### src/rtl/mem_port_arbiter.sv
// Arbiter/sequencer sharing the single-ported unified memory between the IF and MEM stages.
// Define ARB_STARVE_GUARD_EN to bound how many dm grants may pass a pending IF request.
module mem_port_arbiter #(
   parameter int unsigned ADDR_W     = 32,
   parameter int unsigned DATA_W     = 32,
   parameter int unsigned MEM_LAT    = 2,
   parameter int unsigned STARVE_MAX = 4
) (
   input  logic              clk,
   input  logic              reset,
   input  logic              if_req,
   input  logic [ADDR_W-1:0] if_addr,
   output logic [DATA_W-1:0] if_rdata,
   output logic              if_ready,
   input  logic              dm_req,
   input  logic              dm_we,
   input  logic [ADDR_W-1:0] dm_addr,
   input  logic [DATA_W-1:0] dm_wdata,
   output logic [DATA_W-1:0] dm_rdata,
   output logic              dm_ready,
   output logic              mem_en,
   output logic              mem_we,
   output logic [ADDR_W-1:0] mem_addr,
   output logic [DATA_W-1:0] mem_wdata,
   input  logic [DATA_W-1:0] mem_rdata,
   output logic              gnt_dm,
   output logic              pipe_stall
);

   localparam int unsigned      LAT_W    = 8;
   localparam logic [LAT_W-1:0] LAT_LAST = LAT_W'(MEM_LAT - 1);

   if (MEM_LAT < 1 || MEM_LAT > 255) begin : g_bad_lat
      $error("mem_port_arbiter: MEM_LAT must be in 1..255");
   end
   if (STARVE_MAX < 1 || STARVE_MAX > 7) begin : g_bad_starve
      $error("mem_port_arbiter: STARVE_MAX must be in 1..7");
   end

   typedef enum logic [1:0] {
      S_IDLE,
      S_ISSUE,
      S_WAIT,
      S_RESP
   } state_t;

   state_t           state;
   logic [LAT_W-1:0] lat_cnt;
   logic             req_any;
   logic             sel_dm;

   assign req_any    = if_req | dm_req;
   assign pipe_stall = (if_req & ~if_ready) | (dm_req & ~dm_ready);

`ifdef ARB_STARVE_GUARD_EN
   localparam logic [2:0] STARVE_LIM = 3'(STARVE_MAX);

   logic [2:0] starve_cnt;

   // dm keeps priority until it has passed a pending IF request STARVE_MAX times
   assign sel_dm = dm_req & ~(if_req & (starve_cnt == STARVE_LIM));

   always_ff @(posedge clk or posedge reset) begin
      if (reset) begin
         starve_cnt <= 3'd0;
      end else if (state == S_IDLE && req_any) begin
         if (sel_dm && if_req) begin
            starve_cnt <= starve_cnt + 3'd1;
         end else begin
            starve_cnt <= 3'd0;
         end
      end
   end
`else
   // MEM-stage instruction is older, so dm always wins a tie
   assign sel_dm = dm_req;
`endif

   always_ff @(posedge clk or posedge reset) begin
      if (reset) begin
         state     <= S_IDLE;
         lat_cnt   <= '0;
         mem_en    <= 1'b0;
         mem_we    <= 1'b0;
         mem_addr  <= '0;
         mem_wdata <= '0;
         gnt_dm    <= 1'b0;
         if_ready  <= 1'b0;
         dm_ready  <= 1'b0;
         if_rdata  <= '0;
         dm_rdata  <= '0;
      end else begin
         mem_en   <= 1'b0;
         if_ready <= 1'b0;
         dm_ready <= 1'b0;
         case (state)
            S_IDLE: begin
               if (req_any) begin
                  state     <= S_ISSUE;
                  mem_en    <= 1'b1;
                  gnt_dm    <= sel_dm;
                  mem_we    <= sel_dm & dm_we;
                  mem_addr  <= sel_dm ? dm_addr : if_addr;
                  mem_wdata <= sel_dm ? dm_wdata : '0;
               end
            end
            S_ISSUE: begin
               state   <= S_WAIT;
               lat_cnt <= '0;
            end
            S_WAIT: begin
               if (lat_cnt == LAT_LAST) begin
                  state <= S_RESP;
                  if (gnt_dm) begin
                     dm_ready <= 1'b1;
                     if (!mem_we) begin
                        dm_rdata <= mem_rdata;
                     end
                  end else begin
                     if_ready <= 1'b1;
                     if_rdata <= mem_rdata;
                  end
               end else begin
                  lat_cnt <= lat_cnt + LAT_W'(1);
               end
            end
            S_RESP: begin
               state <= S_IDLE;
            end
            default: begin
               state <= S_IDLE;
            end
         endcase
      end
   end

endmodule

### config.mk
export PLATFORM = sky130hd
export DESIGN_NAME = mem_port_arbiter
export DESIGN_NICKNAME = d
export VERILOG_FILES = /design/src/rtl/mem_port_arbiter.sv
export SDC_FILE = /design/constraint.sdc
export NUM_CORES = 1
export LEC_CHECK = 0
export BUFFER_PORTS_ARGS = -buffer_cell sky130_fd_sc_hd__buf_2
export CAP_MARGIN = 10
export CORE_MARGIN = 4
export CORE_UTILIZATION = 35
export CTS_CLUSTER_SIZE = 40
export DETAILED_ROUTE_END_ITERATION = 7
export PLACE_DENSITY = 0.65
export SLEW_MARGIN = 20
export SYNTH_ARGS = -nofsm -noshare
export SYNTH_HDL_FRONTEND = slang
export SYNTH_SLANG_ARGS = --single-unit
### constraint.sdc
create_clock -name clk -period 13.91 [get_ports clk]
set_clock_uncertainty 0.05 [all_clocks]
set_input_delay 2.782 -clock clk [delete_from_list [all_inputs] [get_ports clk]]
set_output_delay 2.782 -clock clk [all_outputs]
set_load 0.01 [all_outputs]
# Yosys cells after proc, flatten, opt, wreduce, memory -nomap -nowiden

Index checks and enable logic that the tools add are counted.

Register bits: 143
Latch bits: 0
Bits in writable memories: 0
Memory bits (read-only): 0
Input port bits: 133
Output and inout bits: 134
Logic and storage cells: 50
Memories kept: 0

Add/subtract/negate cells: 1
Multiply operators: 0
Div/mod/pow operators: 0
Order comparisons: 0
Eq/ne operators: 7
Shift operators: 0
Multiplexer cells: 15
Bitwise gates (word level): 9
Reductions and logical operators: 7

Operator list:

| operator                                                         | count |
|---|---|
| 32-bit two-way mux                                               | 2 |
| 8-bit case mux with 2 select lines                               | 1 |
| 8-bit by 1-bit adder with 8-bit output (second input constant)   | 1 |
| 8-bit by 1-bit == test with 1-bit output (second input constant) | 1 |
| 1-bit two-way mux                                                | 8 |
| 8-bit two-way mux                                                | 1 |
| 2-bit case mux with 4 select lines                               | 1 |
| 2-bit inequality test (second input constant)                    | 3 |
| 2-bit AND reduction                                              | 3 |
| 2-bit == test (second input constant)                            | 2 |
| 2-bit two-way mux                                                | 2 |
| 1-bit inverter                                                   | 4 |
| 4-bit AND reduction                                              | 1 |
| 1-bit bitwise AND                                                | 3 |
| 3-bit AND reduction                                              | 1 |
| 2-bit by 1-bit == test with 1-bit output (second input constant) | 1 |
| 2-bit zero test                                                  | 1 |
| 1-bit OR                                                         | 2 |
| 2-bit nonzero test                                               | 1 |

# Logic depth before layout (Yosys ltp)

Gate-level depths: netlist (run 1).

Depth after elaboration: 3
Mapped depth: 8
Mapped depth without buffers: 6

# Least setup slack after synthesis (run 1)

Ideal clock, no wire load.

Path kind: input to output
From: input dm_req
To: output pipe_stall
Arrival time: 3.179 ns
Required time: 11.078 ns
Path slack: 7.899 ns
Stages on the path: 3
Path buffers: 1
Cells stage by stage: clkbuf_1 > inv_1 > o22ai_1

Cells in the longest elaborated chain, start to end: 2

Ends and longest elaborated chain:

| what              | line | RTL |
|---|---|---|
| from (decl)       | 15   | `input logic dm_req,` |
| 1-bit bitwise AND | 53   | `assign pipe_stall = (if_req & ~if_ready) \| (dm_req & ~dm_ready);` |
| 1-bit OR          | 53   |  |
| to (decl)         | 27   | `output logic pipe_stall` |

Every way passes these cells.

# Final worst setup path (run 1)

From: input if_req
To: output pipe_stall

Cells in the longest elaborated chain, start to end: 2

Ends and longest elaborated chain:

| what              | line | RTL |
|---|---|---|
| from (decl)       | 11   | `input logic if_req,` |
| 1-bit bitwise AND | 53   |  |
| 1-bit OR          | 53   |  |

Every way passes these cells.

==> results.ini, run 1 <==
[status]
outcome=complete, no violations

[grt]
grt_overflow=0
grt_pass1_wl_mm=25.2
grt_max_degree=99
antenna_found_initial=0
grt_usage_pct=16.3
grt_pass1_vias=4641

[cts]
cts_setup_buffers=0
insertion_delay_ps=410
cts_resized=0
hold_buffers=0
cts_made_buffers=17
clockBufferDepth=2
clkTransAtPathRegs_ps=60
ctsRootBufferMaster=clkbuf_16
cts.sinks=143
tritoncts=done
cts_max_level=4

[final_layout]
n_antenna_cell=0
fin_cells=985
drive_above_1_share_pct=48.9
multi_input_area_mm2=0.00223
stdcell_area_mm2=0.00809
nets=891
area_delta_synth_final_pct=35.6
final-seq-area_mm2=0.00358
num-fill-cells=1558

[synth]
ys_warn_count=0
synthCells=492
synth-xor-area-share_pct=0.147
ys_seq_elements=143
synth-compound-area-share_pct=4.28
synthArstFlopShare_pct=100
synth-edff-count=0
synth_flop_cell=dfrtp_1
synth.avg_cell_area_um2=12.1
synthMuxAreaShare_pct=20.1
syn-cell-area_mm2=0.00597
synth_seq_area_share_pct=60.0
synth_cell_types=31
synthAdderAreaFrac_pct=1.26
syn_nets=631
synth-simple-area-share_pct=11.4
synth_top_family_by_area=multiplexers

[timing]
slew_headroom_pct=26.6
worst_pin_slew_ps=1100
setup_viol_count_final=0
finalCritPeriodShare_pct=43.6
fmax_mhz=165
rsz0062_at_grt=false
fin_setup_tns_ps=0
hold_violations=0
final.min_clock_period_ps=6070
final-max-slew-violation-count=0

[place]
dpl.cell_count=953
place_area_mm2=0.00749
place_congestion=0.744
portBuffers=266
hpwl_mm=11.1

[detailed_routing]
viasPerCell=4.55
ant_nets=0
detailedRoute.firstIterationViolations=146
vias=4482
drt_pass1_iterations=4
finalWirelength_mm=15.5
post_drt_wl_per_cell_um=15.7
post-route-drc-count=0

[power]
leakage_nw=4.38
p_per_area_mw_per_mm2=228
worst_ir_drop_vdd_uv=191

[setup_path]
path_buf_inv=3
critical_path.endpoint_type=output pin
cp.required_ps=11080
critPathMostFrequentCell=buf_2
slowest_stage=o22ai_1
start_kind=primary input
arrival_ps=3240
slowest_delay_ps=150
path_delay_family=buffers and inverters
critPathMaxFanout=2
crit_chain=buf_2 > inv_1 > o22ai_1 > buf_2
crit_type=in2out

[die]
start_util_pct=35.9
rows=47
core_mm2=0.0166
die_x_um=139
ios=267
dieArea_mm2=0.0192
die_h_um=139

[min_path]
hp-class=reg2reg

[flow_run]
max_cap_viol_count=0

## per-layer routing
layer	wire (um)	vias to the layer above	track usage, %
li1	-	2198	-
met1	6260	2125	19.5
met2	7900	136	27.7
met3	955	23	5.66
met4	346	0	5.04
met5	0	-	0
## where the power goes
group	total, mW	switching, mW	internal (mW)
combinational	0.685	0.365	0.320
clock	0.457	0.183	0.274
sequential	0.705	0.0966	0.609
total	1.85	0.645	1.20
## cells in the mapped netlist (2+ instances only)
cell      number  area, um2
mux2_2        37        417
buf_2          2       10.0
and3_1         3       18.8
nand4_1        2       12.5
ha_1           6       75.1
dfrtp_1      143       3580
nand2_1      103        387
buf_1          2       7.51
nand2b_1       2       12.5
nand3_1       40        200
o21ai_0       37        185
mux2_4        30        450
inv_1          9       33.8
buf_6          3       33.8
nor2_1         3       11.3
clkbuf_1      23       86.3
mux2i_1       33        330
## placed cells by master (no fill, tap or decap), types with 2 or more instances in the layout
| cell | instances |
|---|---|
| mux2_4 | 30 |
| clkinv_4 | 3 |
| mux2_2 | 37 |
| buf_2 | 265 |
| inv_6 | 4 |
| inv_1 | 8 |
| nand2b_1 | 2 |
| nand4_1 | 2 |
| clkbuf_16 | 17 |
| nand3_1 | 40 |
| nor2_1 | 3 |
| mux2i_1 | 33 |
| clkinvlp_4 | 2 |
| inv_8 | 2 |
| nand2_1 | 103 |
| dfrtp_1 | 143 |
| o21ai_0 | 37 |
| and3_1 | 3 |
| buf_4 | 6 |
| ha_1 | 6 |
| bufinv_16 | 2 |
## sequential cells by signal, summed over array words and instances (netlist names), 2 cells and up
name       count
if_rdata      32
lat_cnt        8
mem_addr      32
dm_rdata      32
state          2
mem_wdata     32
## stage by stage
stage | power [mW] | setup slack [ps] | util [%] | hold slack [ps]
after floorplan | 1.11 | 7240 | - | 450
after global placement | 1.40 | 7840 | 45.0 | 396
after detailed placement | 1.41 | 7830 | 45.0 | 400
after CTS | 1.88 | 7830 | 48.6 | 413
after global routing | 1.98 | 7790 | 48.6 | 437
final | 1.85 | 7840 | 48.6 | 408
## tightest hold or removal path: cells and delay by family, from the launching register on
family	cells	cell delay, ps
flip-flops	1	330
AND/OR/NAND/NOR	2	100
## area by class of cell
type | count | area share [%]
timing repair buffer | 271 | 16.9
multi-input combinational | 310 | 27.6
clock buffer | 19 | 5.47
clock inverter | 13 | 1.92
tap | 220 | 3.40
inverter | 9 | 0.479
sequential | 143 | 44.2
## final timing paths
check	slack [ps]	end	depth (start not counted)	startpoint
min in group asynchronous	2430	mem_wdata[12]$_DFFE_PP0P_	2	reset
setup reg to reg	11220	dm_rdata[7]$_DFFE_PP0P_	6	lat_cnt[1]$_DFFE_PP0P_
setup / recovery	7840	pipe_stall	4	if_req
max in group asynchronous	10030	if_rdata[8]$_DFFE_PP0P_	3	reset
hold / removal	410	mem_wdata[31]$_DFFE_PP0P_	2	mem_wdata[31]$_DFFE_PP0P_
hold reg to reg	410	mem_wdata[31]$_DFFE_PP0P_	2	mem_wdata[31]$_DFFE_PP0P_
## kinds of logic (layout without fill, tap and decap cells)
kind of cell             count (synthesis)  count (layout)
AND/OR/NAND/NOR                        157             157
flip-flops                             143             143
multiplexers                           100             100
AO/OA/AOI/OAI                           46              46
buffers and inverters                   39             312
adder cells (fa/ha/maj)                  6               6
XOR/XNOR                                 1               1
Note: power is estimated with default switching activity, not from simulation.
==> inputs of run 2 (changes only) <==
clock period = 5.8 ns   (was 13.91 ns; I/O delays follow)
==> run 2 against run 1 <==
  * Clock power grew to 2.6 times the previous value
  * Utilization is 0.37 points higher
  * Die area stayed put
  * Register-to-register slack worse by 8100 ps
  * Critical path type unchanged
  * Via count is 1.2% higher
  * Global-route usage is 0.25 points higher
  * Flip-flop and latch count stayed put
  * Highest routed layer is now met5
  * Routed wire length is 3.2% higher
  * Critical endpoint unchanged
  * First-iteration DRC count is 17% higher
  * Power is 150% higher
  * Non-clock buffer count stayed put
==> results.ini, run 2 (synthesis gave the netlist of run 1 again) <==
[setup_path]
start_kind=primary input
slowest_stage=o22ai_1
critPathMostFrequentCell=buf_2
slowest_delay_ps=170
rr_endpoint=dm_rdata[27]$_DFFE_PP0P_
crit_type=in2out
critPathMaxFanout=2
r2r_cells=6
critical_path.endpoint_type=output pin
crit_chain=buf_2 > inv_1 > o22ai_1 > buf_2
rr_startpoint=lat_cnt[1]$_DFFE_PP0P_
arrival_ps=1690
cp.required_ps=4590
path_delay_family=buffers and inverters
cp-endpoint=pipe_stall
path_buf_inv=3
cp.depth=4
cp-startpoint=if_req
reg2reg_slack_ps=3110

[timing]
hold_violations=0
final.min_clock_period_ps=2900
worst_pin_slew_ps=1100
finalCritPeriodShare_pct=50.1
final-max-slew-violation-count=0
rsz0062_at_grt=false
fin_setup_tns_ps=0
slew_headroom_pct=26.8
setup_viol_count_final=0
fmax_mhz=344

[cts]
clkTransAtPathRegs_ps=60
cts.sinks=143
cts_setup_buffers=0
tritoncts=done
hold_buffers=0
ctsRootBufferMaster=clkbuf_16
clockBufferDepth=2
cts_made_buffers=17
cts_resized=0
cts_max_level=4
insertion_delay_ps=410

[detailed_routing]
drt_pass1_iterations=4
post_drt_wl_per_cell_um=16.2
post-route-drc-count=0
ant_nets=0
viasPerCell=4.60
finalWirelength_mm=16.0
detailedRoute.firstIterationViolations=171
vias=4535

[final_layout]
n_antenna_cell=0
nets=891
layout_common_cells=buf_2, dfrtp_1, nand2_1
num-fill-cells=1550
fin_cells=985
layout_commonest_cell=buf_2
final-seq-area_mm2=0.00358
multi_input_area_mm2=0.00223
area_delta_synth_final_pct=36.6
stdcell_area_mm2=0.00815
drive_above_1_share_pct=49.0

[power]
pwr-share-seq_pct=37.3
p_per_area_mw_per_mm2=560
worst_ir_drop_vdd_uv=241
p_clk_share_pct=26.6
leakage_nw=4.41
p_sw_mw=1.57
p_sw_share_pct=34.4
finalPower_mw=4.57
internal-power_mw=3.00
pwr-share-comb_pct=36.1

[die]
dieArea_mm2=0.0192
die_h_um=139
core_mm2=0.0166
ios=267
die_x_um=139
start_util_pct=35.9
rows=47

[place]
dpl.cell_count=953
portBuffers=266
hpwl_mm=11.6
place_congestion=0.752
place_area_mm2=0.00749

[grt]
grt_pass1_vias=4679
antenna_found_initial=1
grt_overflow=0
grt_max_degree=97
grt_usage_pct=16.5
grt_pass1_wl_mm=25.4

[min_path]
hp-class=reg2reg

[flow_run]
max_cap_viol_count=0

[status]
outcome=complete, no violations

==> run 2: cell types whose count changed in the layout (fill, tap and decap cells not counted), sizes merged <==
cell    change
bufinv      +3
clkinv      +1
inv         -2
clkbuf      -2
==> run 2: per-layer routing <==
metal / vias to the layer above / share of wire [%] / GRT usage (%)
met5: - / 0.044 / 0
met4: 2 / 2.9 / 6.55
met3: 32 / 5.4 / 4.93
met2: 141 / 50 / 27.6
met1: 2161 / 41 / 20.2
li1: 2199 / - / -
==> run 2: layout make-up <==
type	count	area share, %
flip-flops and latches	143	43.9
multi-input cells	310	27.4
repair buffers	271	16.8
clock buffers	17	5.22
well taps	220	3.38
clock inverters	15	2.87
inverters	9	0.476
==> run 2: through the flow <==
stage                     hold WS, ps  setup WS [ps]  util (%)
after floorplan                   450            752         -
after global placement            396           2840      45.0
after detailed placement          401           2740      45.0
after CTS                         415           2890      49.0
after global routing              439           2830      49.0
final                             408           2900      49.0
==> run 2: worst register-to-register path, stage by stage (launching register included) <==
cell and delay, ps:
dfrtp_1 420, inv_1 70, ha_1 120, nor3b_1 380, nand3_1 150, or3_2 900, mux2_4 490
==> run 2: worst min-delay path by stage <==
stage | startpoint | to | depth (start not counted)
after floorplan | state[0]$_DFFE_PP0P_ | state[0]$_DFFE_PP0P_ | 1
after global placement | mem_wdata[30]$_DFFE_PP0P_ | mem_wdata[30]$_DFFE_PP0P_ | 2
after detailed placement | mem_wdata[4]$_DFFE_PP0P_ | mem_wdata[4]$_DFFE_PP0P_ | 2
after CTS | mem_wdata[4]$_DFFE_PP0P_ | mem_wdata[4]$_DFFE_PP0P_ | 2
after global routing | mem_addr[24]$_DFFE_PP0P_ | mem_addr[24]$_DFFE_PP0P_ | 2
final | mem_wdata[4]$_DFFE_PP0P_ | mem_wdata[4]$_DFFE_PP0P_ | 2
==> run 2: power groups by stage <==
stage               logic [mW]  registers (mW)  clock network (mW)
CTS                       1.69            1.70                1.24
detailed placement        1.70            1.71                   0
finish                    1.65            1.70                1.21
global placement          1.65            1.70                   0
global route              1.81            1.76                1.29
floorplan                0.748            1.91                   0
